File: config.mk
export PLATFORM = sky130hd
export DESIGN_NAME = debug_mailbox
export DESIGN_NICKNAME = d
export VERILOG_FILES = /design/src/rtl/debug_mailbox.sv
export SDC_FILE = /design/constraint.sdc
export NUM_CORES = 1
export LEC_CHECK = 0
export CORE_UTILIZATION = 43
export CTS_CLUSTER_SIZE = 24
export DETAILED_ROUTE_END_ITERATION = 6
export HOLD_SLACK_MARGIN = 0.1
export PLACE_DENSITY = 0.65
export SLEW_MARGIN = 15
export SYNTH_ARGS = -nofsm -noshare
export SYNTH_HDL_FRONTEND = slang
export SYNTH_SLANG_ARGS = --single-unit
File: constraint.sdc
create_clock -name clk -period 2.3 [get_ports clk]
set_input_delay 0.23 -clock clk [delete_from_list [all_inputs] [get_ports clk]]
set_output_delay 0.23 -clock clk [all_outputs]
set_load 0.05 [all_outputs]
File: src/rtl/debug_mailbox.sv
// -----------------------------------------------------------------------------
// debug_mailbox
//
// Purpose:
//   8-word debug argument RAM. The core stores arguments to words 1..N_ARGS-1
//   and then stores a function code to word 0. The word-0 store snapshots all
//   words into a command buffer, which is offered to a consumer over a
//   valid/ready handshake. The snapshot is held stable until it is accepted,
//   so the consumer never sees half-updated arguments.
//
// Handshake:
//   cmd_valid/datas are registered. A command transfers on any rising edge
//   where cmd_valid=1 and cmd_ready=1. While cmd_valid=1, datas does not
//   change until after that edge. cmd_ready is ignored when cmd_valid=0.
//
// Configuration macro:
//   DEBUG_MAILBOX_FIFO_EN - when defined, the command buffer is a 2-entry
//   FIFO (datas shows the head). When undefined, a single snapshot register
//   is used and no FIFO storage exists.
//
// Ports:
//   clk        in   system clock, rising edge
//   reset      in   asynchronous active-low reset
//   we         in   store enable
//   addr       in   word index of the store / load
//   wd         in   store data
//   rd         out  combinational read of live[addr] (0 if addr >= N_ARGS)
//   datas      out  head snapshot, word i at bits [i*32 +: 32]
//   cmd_valid  out  a snapshot is pending
//   cmd_ready  in   consumer accepts the head snapshot
//   stall      out  combinational; the core must hold its word-0 store
//   cmd_count  out  number of accepted commands (wraps)
//   dbg_state  out  buffer state: 0 idle, 1 one pending, 2 full (FIFO only)
// -----------------------------------------------------------------------------
module debug_mailbox #(
    parameter int N_ARGS = 8,
    parameter int ADDR_W = 3,
    parameter int CNT_W  = 16
) (
    input  logic                  clk,
    input  logic                  reset,
    input  logic                  we,
    input  logic [ADDR_W-1:0]     addr,
    input  logic [31:0]           wd,
    output logic [31:0]           rd,
    output logic [N_ARGS*32-1:0]  datas,
    output logic                  cmd_valid,
    input  logic                  cmd_ready,
    output logic                  stall,
    output logic [CNT_W-1:0]      cmd_count,
    output logic [1:0]            dbg_state
);

    typedef enum logic [1:0] {
        S_IDLE    = 2'd0,
        S_PENDING = 2'd1,
        S_FULL    = 2'd2
    } state_t;

    localparam logic [ADDR_W:0] N_ARGS_W = (ADDR_W+1)'(N_ARGS);

    state_t             r_state;
    logic               r_cmd_valid;
    logic [CNT_W-1:0]   r_cmd_count;
    logic [31:0]        r_live [N_ARGS];

    logic w_fn_req;
    logic w_fn_store;
    logic w_handshake;
    logic w_buf_full;
    logic w_addr_ok;

    assign w_fn_req    = we & (addr == '0);
    assign w_handshake = r_cmd_valid & cmd_ready;
`ifdef DEBUG_MAILBOX_FIFO_EN
    assign w_buf_full  = (r_state == S_FULL);
`else
    assign w_buf_full  = (r_state == S_PENDING);
`endif
    // A full buffer can still take a store when the head is popped this cycle.
    assign stall       = w_fn_req & w_buf_full & ~cmd_ready;
    assign w_fn_store  = w_fn_req & ~stall;

    assign w_addr_ok   = ({1'b0, addr} < N_ARGS_W);
    assign rd          = w_addr_ok ? r_live[addr] : 32'h0;

    assign cmd_valid   = r_cmd_valid;
    assign cmd_count   = r_cmd_count;
    assign dbg_state   = r_state;

    // Live bank. Word 0 only updates on an accepted function store.
    always_ff @(posedge clk or negedge reset) begin
        if (!reset) begin
            for (int i = 0; i < N_ARGS; i++) r_live[i] <= '0;
        end else begin
            if (w_fn_store) r_live[0] <= wd;
            for (int i = 1; i < N_ARGS; i++) begin
                if (we && (addr == ADDR_W'(i))) r_live[i] <= wd;
            end
        end
    end

`ifdef DEBUG_MAILBOX_FIFO_EN
    logic [31:0] r_fifo [2][N_ARGS];
    logic        r_wr_ptr;
    logic        r_rd_ptr;

    // When full, a push overwrites the slot being popped in the same cycle.
    always_ff @(posedge clk or negedge reset) begin
        if (!reset) begin
            for (int e = 0; e < 2; e++)
                for (int i = 0; i < N_ARGS; i++) r_fifo[e][i] <= '0;
        end else if (w_fn_store) begin
            r_fifo[r_wr_ptr][0] <= wd;
            for (int i = 1; i < N_ARGS; i++) r_fifo[r_wr_ptr][i] <= r_live[i];
        end
    end

    always_comb begin
        datas = '0;
        for (int i = 0; i < N_ARGS; i++) datas[i*32 +: 32] = r_fifo[r_rd_ptr][i];
    end
`else
    logic [31:0] r_snap [N_ARGS];

    // Word 0 takes the new store data; the rest take their pre-edge live value.
    always_ff @(posedge clk or negedge reset) begin
        if (!reset) begin
            for (int i = 0; i < N_ARGS; i++) r_snap[i] <= '0;
        end else if (w_fn_store) begin
            r_snap[0] <= wd;
            for (int i = 1; i < N_ARGS; i++) r_snap[i] <= r_live[i];
        end
    end

    always_comb begin
        datas = '0;
        for (int i = 0; i < N_ARGS; i++) datas[i*32 +: 32] = r_snap[i];
    end
`endif

    // Buffer occupancy FSM with registered cmd_valid and command counter.
    always_ff @(posedge clk or negedge reset) begin
        if (!reset) begin
            r_state     <= S_IDLE;
            r_cmd_valid <= 1'b0;
            r_cmd_count <= '0;
`ifdef DEBUG_MAILBOX_FIFO_EN
            r_wr_ptr    <= 1'b0;
            r_rd_ptr    <= 1'b0;
`endif
        end else begin
            if (w_handshake) r_cmd_count <= r_cmd_count + CNT_W'(1);
`ifdef DEBUG_MAILBOX_FIFO_EN
            if (w_fn_store)  r_wr_ptr <= ~r_wr_ptr;
            if (w_handshake) r_rd_ptr <= ~r_rd_ptr;
            case (r_state)
                S_IDLE: begin
                    if (w_fn_store) begin
                        r_state     <= S_PENDING;
                        r_cmd_valid <= 1'b1;
                    end
                end
                S_PENDING: begin
                    if (w_fn_store && !w_handshake) begin
                        r_state <= S_FULL;
                    end else if (w_handshake && !w_fn_store) begin
                        r_state     <= S_IDLE;
                        r_cmd_valid <= 1'b0;
                    end
                end
                S_FULL: begin
                    if (w_handshake && !w_fn_store) r_state <= S_PENDING;
                end
                default: begin
                    r_state     <= S_IDLE;
                    r_cmd_valid <= 1'b0;
                end
            endcase
`else
            case (r_state)
                S_IDLE: begin
                    if (w_fn_store) begin
                        r_state     <= S_PENDING;
                        r_cmd_valid <= 1'b1;
                    end
                end
                S_PENDING: begin
                    // A store in PENDING implies cmd_ready=1, so it replaces
                    // the command being accepted and the state is held.
                    if (w_handshake && !w_fn_store) begin
                        r_state     <= S_IDLE;
                        r_cmd_valid <= 1'b0;
                    end
                end
                default: begin
                    r_state     <= S_IDLE;
                    r_cmd_valid <= 1'b0;
                end
            endcase
`endif
        end
    end

endmodule

======== After elaboration in Yosys (flattened, before gate mapping) ========
Cells that the tools add are included.
W data, S select, Z words.
operators by class
  add/sub/neg operators ................... 1
  order comparisons ....................... 1
  mux-type cells .......................... 9
  bitwise gates (word level) .............. 8
  reductions and logical operators ........ 12
  eq/ne operators ......................... 10
operators with widths
  cell                     number
  $bmux W32 S3             1
  $mux W32                 2
  $add A16 B1 Y16 const B  1
  $eq A3 B3 Y1 const B     4
  $logic_and A1 B1 Y1      8
  $eq A3 B2 Y1 const B     2
  $and A1 B1 Y1            5
  $ge A4 B4 Y1 const B     1
  $mux W2                  2
  $not A3 Y4               1
  $pmux W2 S2              1
  $eq A3 B1 Y1 const B     1
  $logic_not A3 Y1         1
  $eq A2 B1 Y1 const B     1
  $logic_not A2 Y1         1
  $mux W1                  2
  $ne A2 B1 Y1 const B     1
  $ne A2 B2 Y1 const B     1
  $not A1 Y1               2
  $pmux W1 S2              1
  $reduce_and A2 Y1        1
  $logic_not A1 Y1         1
word-level totals
  bits in registers ....................... 499
  output and inout port bits .............. 308
  logic and storage cells ................. 59
  input port bits ......................... 39

======== Depth between registers and ports, before layout ========
  depth in word-level cells ............... 10
  mapped depth ............................ 8
  mapped depth without buffers ............ 5

======== Worst setup path before layout ========
OpenSTA, ideal clock, no wires.
  path kind ............................... input to output
  from .................................... input port addr[1]
  to ...................................... output port rd[10]
  data required time ...................... 2.070 ns
  arrival time ............................ 1.742 ns
  path buffers ............................ 3
  stages on the path ...................... 5
  slack ................................... 0.328 ns
  cell sequence ........................... buf_2 > clkbuf_1 > buf_1 > mux4_2 > mux2_2
between the ends
  cells in the longest elaborated chain, start to end .. 4
ends and longest elaborated chain
  what                                          line  RTL
  from (decl)                                   43    input logic [ADDR_W-1:0] addr,
  $not A3 Y4 (implied by the code)              85    assign rd = w_addr_ok ? r_live[addr] : 32'h0;
  $bmux W32 S3                                  85
  $mux W32 (implied by the code) (2 in series)  85
  to (decl)                                     45    output logic [31:0] rd,
Every way passes these cells. The select of a mux whose other input is x is not followed.

======== Worst setup path after layout ========
  from .................................... register r_live[147] in the netlist's numbering
  to ...................................... output port rd[19]
between the ends
  cells in the longest elaborated chain, start to end .. 3
ends and longest elaborated chain
  what                                          line  RTL
  from (decl)                                   65    logic [31:0] r_live [N_ARGS];
  from (signal, indexed assignment)             98    if (we && (addr == ADDR_W'(i))) r_live[i] <= wd;
  $bmux W32 S3                                  85
  $mux W32 (implied by the code) (2 in series)  85
Every way passes these cells. The select of a mux whose other input is x is not followed.

==> flow_metrics.py <==
metrics = {
    "power": {
        "switching_share": 0.380,
        "combinationalPowerShare": 0.402,
        "powerDensity_mw_per_mm2": 1320,
        "ir_worst_vdd_mv": 0.738,
        "p_leak_uw": 0.0127,
        "clkPwrFrac": 0.237,
        "p_int_uw": 22600,
        "seq_power_share": 0.361,
        "p_switching_uw": 13900,
    },
    "sta": {
        "rsz0062_at_grt": "false",
        "fin_crit_sh": 0.963,
        "final-hold-violation-count": 0,
        "slew_headroom": 0.573,
        "worst_slew_pin_slew_ps": 638,
        "tns_ps": 0,
        "finalSetupViolations": 0,
        "clock_skew_ps": 11.3,
        "fmax_mhz": 452,
        "slew_violations": 0,
        "period_minus_slack_ps": 2210,
    },
    "global_route": {
        "grt_usage": 0.213,
        "grt_pass1_vias": 13000,
        "antenna_found_initial": 1,
        "grt_max_degree": 83,
        "grt_pass1_wl_mm": 81.9,
        "gr-total-overflow": 0,
    },
    "synth": {
        "synth_flop_cell": "dfrtp_1",
        "synth_xor_area_frac": 0.00605,
        "synth_cell_types": 28,
        "synth_fa_ha_area_frac": 0.000576,
        "synth_cells": 1236,
        "async_flop_share": 1.00,
        "netlist_area_mm2": 0.0217,
        "syn_area_per_cell_um2": 17.6,
        "synth_fp_nets": 1276,
        "ys_seq_elements": 497,
        "synthSimpleGateAreaFrac": 0.0105,
        "muxShareOfSynthArea": 0.374,
        "synth-seq-area-share": 0.573,
        "ys_top_cells_by_area": "dfrtp_1, mux2_4, mux2_2",
        "synth_top_cell_area_share": 0.573,
        "synth-edff-count": 0,
        "yosysTopAreaCell": "dfrtp_1",
        "synth_top_family_by_area": "multiplexers",
        "synth-compound-area-share": 0,
        "ys_warn_count": 0,
    },
    "place": {
        "postPlaceCellArea_mm2": 0.0259,
        "place.gp.congestion": 0.777,
        "dp_cells": 2202,
        "io_buffers": 345,
        "dp_hpwl_mm": 36.0,
    },
    "floorplanning": {
        "fp.dieH_um": 227,
        "pin_count": 347,
        "die_width_um": 227,
        "fp.coreArea_mm2": 0.0494,
        "die_area_mm2": 0.0514,
        "core.rowCount": 81,
        "initial_core_util": 0.440,
    },
    "critical_path": {
        "worst_setup_path_end_kind": "output pin",
        "r2r_start": "cmd_valid",
        "start_kind": "flop",
        "cp.required_ps": 2070,
        "r2r-end": "datas[231]",
        "arrival_ps": 1980,
        "crit_type": "reg -> out",
        "r2r_slack_ps": 380,
        "worstRegToRegCells": 4,
        "cp_max_fo": 3,
    },
    "min_path": {
        "holdPathEnd": "cmd_valid",
        "hp-start": "addr[2]",
        "whs_path_depth": 4,
        "hold_path_class": "in -> reg",
    },
    "clock_network": {
        "root_buffer": "clkbuf_16",
        "cts-resized-gates": 0,
        "htree_levels": 2,
        "hold_buffers": 1,
        "clk_latency_ps": 590,
        "cts_setup_buffers": 0,
        "numClockSinks": 497,
        "cts_buffers": 54,
        "cts_tree": "yes",
        "clk_path_buf_depth": 3,
        "clk_pin_slew_worst_paths_ps": 60,
    },
    "routing": {
        "via_per_inst": 5.15,
        "detail-route-antenna-nets": 0,
        "drt_iter0_drc": 534,
        "dr.pass1.iters": 4,
        "vias": 11800,
        "wire_per_inst_um": 23.3,
        "wl_mm": 53.6,
        "drcViolationCount": 0,
    },
    "final_layout": {
        "final-seq-area_mm2": 0.0124,
        "fillCellCount": 3952,
        "final_common_cell": "dfrtp_1",
        "instances_no_fill": 2301,
        "drive_above_1_share": 0.467,
        "fin_util": 0.561,
        "final_area_mm2": 0.0277,
        "final_cell_mix": "dfrtp_1, clkdlybuf4s50_1, mux2_2",
        "finish.net_count": 1635,
        "area_delta_synth_final_pct": 27.5,
        "multiInputGateArea_mm2": 0.00851,
    },
    "flow_run": {
        "maxCapViolations": 0,
    },
    "outcome": {
        "run_status": "completed",
    },
}
==> per-stage QoR <==
stage,hold WS [ps],power [µW],worst slack [ps]
floorplan,-65.6,22900,328
global placement,197,27900,33.7
detailed placement,194,28000,22.5
CTS,109,36900,30.7
global route,114,37900,29.6
finish,143,36500,85.6
==> power groups by stage <==
stage / sequential [µW] / combinational (µW) / clock (µW)
floorplan: 17800 / 5150 / 0
global placement: 13300 / 14600 / 0
detailed placement: 13300 / 14700 / 0
CTS: 13200 / 14800 / 8910
global route: 13500 / 15300 / 9220
finish: 13200 / 14700 / 8640
==> cells by family after synthesis <==
kind of cell | after synthesis
xor+xnor | 15
mux | 577
buf+inv | 108
other cells | 1
fa+ha+maj | 1
simple gates | 37
flops | 497
==> routing by layer <==
metal | track usage | wire length [µm] | part of all wire
met5 | 0 | 0 | 0
met4 | 0.0580 | 1100 | 0.020
met3 | 0.0544 | 3400 | 0.063
met2 | 0.339 | 25600 | 0.48
met1 | 0.289 | 23600 | 0.44
==> state kept, by name (all words and copies together) (netlist names) <==
signal and cells:
r_live 224, cmd_count 16, cmd_valid 1, datas 256
==> area by class of cell <==
type,instances,share of cell area
Clock inverter,9,0.00357
Inverter,3,0.000407
Sequential cell,497,0.449
Multi-Input combinational cell,631,0.307
Tap cell,664,0.0300
Clock buffer,88,0.0615
Timing Repair Buffer,408,0.148
Antenna cell,1,0.0000904
==> worst max path at each step <==
stage                     start        end  slack (ps)  depth (start not counted)
global route         r_live[14]     rd[14]          30                          3
global placement             we  datas[49]          30                          6
floorplan               addr[1]     rd[10]         330                          5
CTS                  r_live[46]     rd[14]          30                          3
detailed placement           we  datas[48]          20                          6
finish              r_live[147]     rd[19]          90                          3
==> cells in the mapped netlist, drive strengths merged, types with 2 or more instances <==
library cell,count
and3,2
buf,94
clkbuf,11
dfrtp,497
inv,3
mux2,513
mux4,64
nand2,8
nand2b,3
nand3,3
nand4,4
nand4b,3
nor2,4
nor3,4
nor3b,2
nor4,2
xnor2,8
xor2,7
==> worst max-delay path, stage by stage (launching register included) <==
cell and delay, ps:
dfrtp_1 420, mux4_2 470, mux2_2 310, buf_4 200
Power figures use the tool's default switching activity.
